**src/rtl/mips_pkg.sv**
```systemverilog
// Shared definitions for the MIPS single-cycle datapath and its program loader.
package mips_pkg;

    localparam int WORD_W         = 32;
    localparam int BYTES_PER_WORD = 4;
    localparam int BYTE_CNT_W     = $clog2(BYTES_PER_WORD);

    typedef enum logic [1:0] {
        IDLE,
        RECV,
        WRITE,
        DONE
    } loader_state_t;

endpackage

```
**src/rtl/imem_loader_word_packer.sv**
```systemverilog
// Big-endian byte packer: the first byte of a word ends up in the top byte.
// The first three bytes are held in a shift register. 'word' shows that
// register with the byte currently on byte_in appended, so when 'full' is
// high the byte being shifted in completes 'word' and the loader can
// register it on the same edge.
module word_packer
    import mips_pkg::*;
(
    input  logic              clk,
    input  logic              rst_n,
    input  logic              clr,
    input  logic              shift_en,
    input  logic [7:0]        byte_in,
    output logic [WORD_W-1:0] word,
    output logic              full
);

    localparam int HOLD_W = WORD_W - 8;

    logic [HOLD_W-1:0]     hold;
    logic [BYTE_CNT_W-1:0] cnt;

    // Shift in accepted bytes MSB-first and count them modulo the word size.
    always_ff @(posedge clk) begin
        // NOTE: non-blocking assignments so every flop samples pre-edge values.
        if (!rst_n || clr) begin
            hold <= '0;
            cnt  <= '0;
        end else if (shift_en) begin
            hold <= {hold[HOLD_W-9:0], byte_in};
            cnt  <= cnt + BYTE_CNT_W'(1);
        end
    end

    assign word = {hold, byte_in};
    assign full = (cnt == BYTE_CNT_W'(BYTES_PER_WORD - 1));

endmodule

```
**src/rtl/imem_loader.sv**
```systemverilog
// Program loader: streams bytes into instruction memory as big-endian words
// starting at address 0, and holds the CPU until the image is written.
module imem_loader
    import mips_pkg::*;
#(
    parameter int DEPTH = 256,
    parameter int CNT_W = 16
) (
    input  logic              clk,
    input  logic              rst_n,
    input  logic              start,
    input  logic [CNT_W-1:0]  word_count,
    input  logic [7:0]        byte_in,
    input  logic              byte_valid,
    output logic              byte_ready,
    output logic              mem_we,
    output logic [31:0]       mem_addr,
    output logic [WORD_W-1:0] mem_wdata,
    output logic              busy,
    output logic              done,
    output logic              err,
    output logic              cpu_hold
);

    loader_state_t     state;
    logic [CNT_W-1:0]  index;
    logic [CNT_W-1:0]  count;
    logic [CNT_W-1:0]  index_inc;
    logic [WORD_W-1:0] packed_word;
    logic              word_full;
    logic              take_byte;
    logic              start_ok;

    // byte_ready is a register that is only high in RECV, so a handshake
    // can only happen while collecting bytes.
    assign take_byte = byte_valid && byte_ready;
    assign start_ok  = start && ((state == IDLE) || (state == DONE));
    assign index_inc = index + CNT_W'(1);

    word_packer u_packer (
        .clk      (clk),
        .rst_n    (rst_n),
        .clr      (start_ok),
        .shift_en (take_byte),
        .byte_in  (byte_in),
        .word     (packed_word),
        .full     (word_full)
    );

    // Loader FSM with all outputs registered; mem_addr/mem_wdata only
    // change when a write is launched, so they hold outside WRITE.
    always_ff @(posedge clk) begin
        if (!rst_n) begin
            state      <= IDLE;
            index      <= '0;
            count      <= '0;
            byte_ready <= 1'b0;
            mem_we     <= 1'b0;
            mem_addr   <= '0;
            mem_wdata  <= '0;
            busy       <= 1'b0;
            done       <= 1'b0;
            err        <= 1'b0;
            cpu_hold   <= 1'b1;
        end else begin
            case (state)
                IDLE, DONE: begin
                    if (start) begin
                        index <= '0;
                        count <= word_count;
                        if (word_count == '0) begin
                            state    <= DONE;
                            done     <= 1'b1;
                            err      <= 1'b0;
                            cpu_hold <= 1'b0;
                        end else if (32'(word_count) > 32'(DEPTH)) begin
                            state    <= DONE;
                            done     <= 1'b1;
                            err      <= 1'b1;
                            cpu_hold <= 1'b1;
                        end else begin
                            state      <= RECV;
                            done       <= 1'b0;
                            err        <= 1'b0;
                            busy       <= 1'b1;
                            byte_ready <= 1'b1;
                            cpu_hold   <= 1'b1;
                        end
                    end
                end
                RECV: begin
                    if (take_byte && word_full) begin
                        state      <= WRITE;
                        byte_ready <= 1'b0;
                        mem_we     <= 1'b1;
                        mem_addr   <= 32'({index, 2'b00});
                        mem_wdata  <= packed_word;
                    end
                end
                WRITE: begin
                    mem_we <= 1'b0;
                    index  <= index_inc;
                    if (index_inc == count) begin
                        state    <= DONE;
                        busy     <= 1'b0;
                        done     <= 1'b1;
                        cpu_hold <= err;
                    end else begin
                        state      <= RECV;
                        byte_ready <= 1'b1;
                    end
                end
                default: state <= IDLE;
            endcase
        end
    end

endmodule

```
**config.mk**
```make
export PLATFORM = sky130hd
export DESIGN_NAME = imem_loader
export DESIGN_NICKNAME = d
export VERILOG_FILES = /design/src/rtl/mips_pkg.sv /design/src/rtl/imem_loader_word_packer.sv /design/src/rtl/imem_loader.sv
export SDC_FILE = /design/constraint.sdc
export NUM_CORES = 1
export LEC_CHECK = 0
export ABC_AREA = 1
export CELL_PAD_IN_SITES_DETAIL_PLACEMENT = 0
export CELL_PAD_IN_SITES_GLOBAL_PLACEMENT = 2
export CORE_MARGIN = 2
export CORE_UTILIZATION = 31
export DETAILED_ROUTE_END_ITERATION = 7
export PLACE_DENSITY_LB_ADDON = 0.1
export SYNTH_ARGS = -nofsm -noshare
export SYNTH_HDL_FRONTEND = slang
export SYNTH_HIERARCHICAL = 1
export SYNTH_SLANG_ARGS = --single-unit
```
**constraint.sdc**
```tcl
create_clock -name clk -period 3.94 [get_ports clk]
set_input_delay 0.591 -clock clk [delete_from_list [all_inputs] [get_ports clk]]
set_output_delay 0.591 -clock clk [all_outputs]
set_load 0.005 [all_outputs]
```
==> results by group <==
Outcome
  • Status: finished, final reports clean

Timing
  • Final hold vios: 0
  • Worst rel slew slack: 35.13%
  • Count of pins over their slew limit: 0
  • Final min period: between 2000 and 2500 ps
  • Setup Viol. Count Final: 0
  • Final WS setup: ~1500 ps
  • Setup Skew: between 8 and 9 ps
  • Unrepaired setup endpoints after global routing: false
  • Setup TNS: 0 ps
  • Period utilisation layout: ~61%
  • Worst-Margin Slew: around 970 ps
  • Fmax achieved: 417.9 MHz

Power and ir drop
  • P_leak: ~2.6 nW
  • Power Density: 538.7 nW/um2
  • Max VDD drop: 0.3670 mV
  • Total Power: 3.599 mW

CTS
  • Post-CTS setup buffers: 0
  • Clock Root Buffer: clkbuf_16
  • CTS resizes: 0
  • CTS hold repair buffers: 0
  • H-tree depth: 4
  • CTS tree: built
  • Num CTS Buffers: 17
  • Sinks on the clock net: 114
  • Clk_lat worst skew: 420 ps
  • Deepest clock path buffer count: 2
  • Clock slew seen by the registers of the worst setup and hold paths: 60 ps

Synthesis
  • Synth async-reset ratio: 0%
  • Mapped cell area: 5265 um2
  • Post-synth top area share: 43.35%
  • Avg Inst Size Synth: 7.292 um2
  • Synth cell count leaders: nand2_1 (142), dfxtp_1 (114), nor2_1 (99), o21ai_0 (76), a21oi_1 (55)
  • Synth unique cells: 29
  • EDFF count, synth: 0
  • YS warnings: 6
  • Post-synth top area cell: dfxtp_1
  • Gate Count Post-Synth: a little over 700
  • Sequential-to-total area share from yosys stat: 43.35%
  • Top_reg_cell synth: dfxtp_1
  • Largest cells by area after synthesis: dfxtp_1 (43%), nand2_1 (10%), o21ai_0 (7.2%)
  • Count leader, synth: nand2_1
  • FF+latch count, synth: 114

Place
  • Pre-CTS setup slack: 1278 ps
  • Port Buffers: 81
  • RD Place Congestion: approximately 0.79
  • Dpl hpwl: 10410 um

Drt
  • Max layer used: met4
  • Met3 wire length: 606 um
  • Final WL: 14670 um
  • Vias per inst: 4.659
  • Antenna Nets Post-Route: 0
  • Via Count: about 4.8k
  • M1 WL: between 6000 and 7000 um
  • Met2 routed WL: 7512 um
  • DRC viols: 0
  • Drt wl/cell: 14.38 um
  • DRT iter0 DRCs: 212
  • 1st-pass router iterations: 5

Critical path
  • Worst EP required: between 4000 and 5000 ps
  • Critical path class: flop to flop
  • Critical path fanouts, max: 28
  • Worst R2R Start: state[0]$_SDFFE_PN0P_
  • Most used cell, CP: inv_1
  • Critical Path Start Type: flop
  • Critical-path cell list: inv_1 -> ha_1 -> nand2_1 -> buf_4 -> clkinv_1 -> inv_1 -> nand2_2 -> a21oi_1
  • Slowest-stage cell, CP: nand2_2
  • R2R Setup Slk: 1550 ps
  • Crit path buf inv count: 4
  • Top Family by Delay on Critical Path: buffers and inverters
  • Crit. End Element: flop
  • CP arrival: 2730 ps
  • Max stage delay on crit path: 400 ps
  • Crit path depth: 8
  • Reg2Reg Depth: 8
  • Worst reg2reg endpoint: u_packer/hold[21]$_SDFFE_PP0P_

Floorplan
  • Die area: 18040 um2
  • Chip width: 134.3 um
  • Number of top-level pins: 98
  • Die H: 134.3 um
  • Core Region: 16580 um2
  • FP Rows: 47
  • Initial core utilization: a little under a third

Global routing
  • Global-route wire length before repair: 23560 um
  • Pin count of the biggest net entering global routing: 65
  • Total grt overflow: 0
  • Number of global-route vias before repair: 4609
  • All-layer global routing usage: 16.68%
  • Initial antenna violation count: 0

Worst hold path
  • Worst Hold Launch: u_packer/hold[23]$_SDFFE_PP0P_
  • Worst Hold Path EP: u_packer/hold[23]$_SDFFE_PP0P_
  • Worst hold path type: flop to flop
  • Worst Hold Depth: 2

Cells and area
  • Share of cells above drive strength 1: 11.75%
  • Nets: 822
  • Number of diodes: 0
  • Synth-to-layout area growth: 26.90%

Job
  • Max-cap violations: 0
## stage by stage
stage	cells	utilization (%)	hold slack, ps	cell area, um2
floorplan	737	-	439.3	5321
global placement	990	36.78	450.1	6100
detailed placement	990	36.78	458.6	6100
CTS	1020	40.29	468.7	6681
global route	1020	40.29	486.1	6681
finish	1020	40.29	467.4	6681
## worst register-to-register path, cell delays in order (launching register included)
cell and delay [ps]:
dfxtp_1 360, inv_1 70, ha_1 370, nand2_1 80, buf_4 300, clkinv_1 320, inv_1 140, nand2_2 400
a21oi_1 280
## layout by cell type (no fill, tap or decap), drive strengths merged
master	n
nand2b	1
clkinv	8
nand3	42
a21oi	76
o21ai	77
o21bai	1
nand3b	3
nand2	166
inv	52
dfxtp	114
clkinvlp	2
clkdlybuf4s50	80
xnor2	1
buf	7
nor3	1
clkbuf	19
nand4	15
conb	16
ha	5
and2	1
nor2	109
xor2	1
bufinv	3
## per-layer routing
layer | global-route usage (%) | vias to the layer above
met5 | 0 | -
met4 | 4.561 | 0
met3 | 4.308 | 10
met2 | 29.51 | 102
met1 | 20.00 | 2198
li1 | - | 2442
## worst max-delay path by stage
stage                          startpoint                        endpoint  slack [ps]
global placement               byte_valid        mem_addr[2]$_SDFFE_PN0P_        1320
global route        state[0]$_SDFFE_PN0P_  u_packer/hold[13]$_SDFFE_PP0P_        1280
floorplan           index[0]$_SDFFE_PN0P_           cpu_hold$_SDFFE_PN1P_        2140
detailed placement             byte_valid        mem_addr[4]$_SDFFE_PN0P_        1280
CTS                 state[0]$_SDFFE_PN0P_  u_packer/hold[21]$_SDFFE_PP0P_        1510
finish              state[0]$_SDFFE_PN0P_  u_packer/hold[21]$_SDFFE_PP0P_        1550
## cell families after synthesis
logic type	share of synthesized area, %
xor+xnor	0.3328
compound gates	16.18
flops	43.35
other cells	0.07122
simple gates	28.14
fa+ha+maj	1.188
buf+inv	10.74
## area by class of cell
cell class / instances / area, um2
Clock inverter: 11 / 138.9
Fill cell: 1739 / 9902
Multi-Input combinational cell: 515 / 2481
Inverter: 54 / 210.2
Timing Repair Buffer: 87 / 850.8
Tap cell: 220 / 275.3
Sequential cell: 114 / 2282
Clock buffer: 19 / 442.9
## sequential cells by signal, summed over array words and instances (netlist names)
register	flops
index	16
busy	1
err	1
u_packer/hold	24
cpu_hold	1
mem_we	1
u_packer/cnt	2
state	2
count	16
done	1
mem_addr	16
mem_wdata	32
byte_ready	1
## power breakdown
group | leakage [nW] | internal, mW | total [mW] | switching [mW]
Clock | 0.284 | 0.997 | 1.54 | 0.541
Combinational | 1.43 | 0.249 | 0.744 | 0.495
Sequential | 0.923 | 1.25 | 1.32 | 0.0658
Total | 2.64 | 2.50 | 3.60 | 1.10
Note: power is estimated with default switching activity, not from simulation.
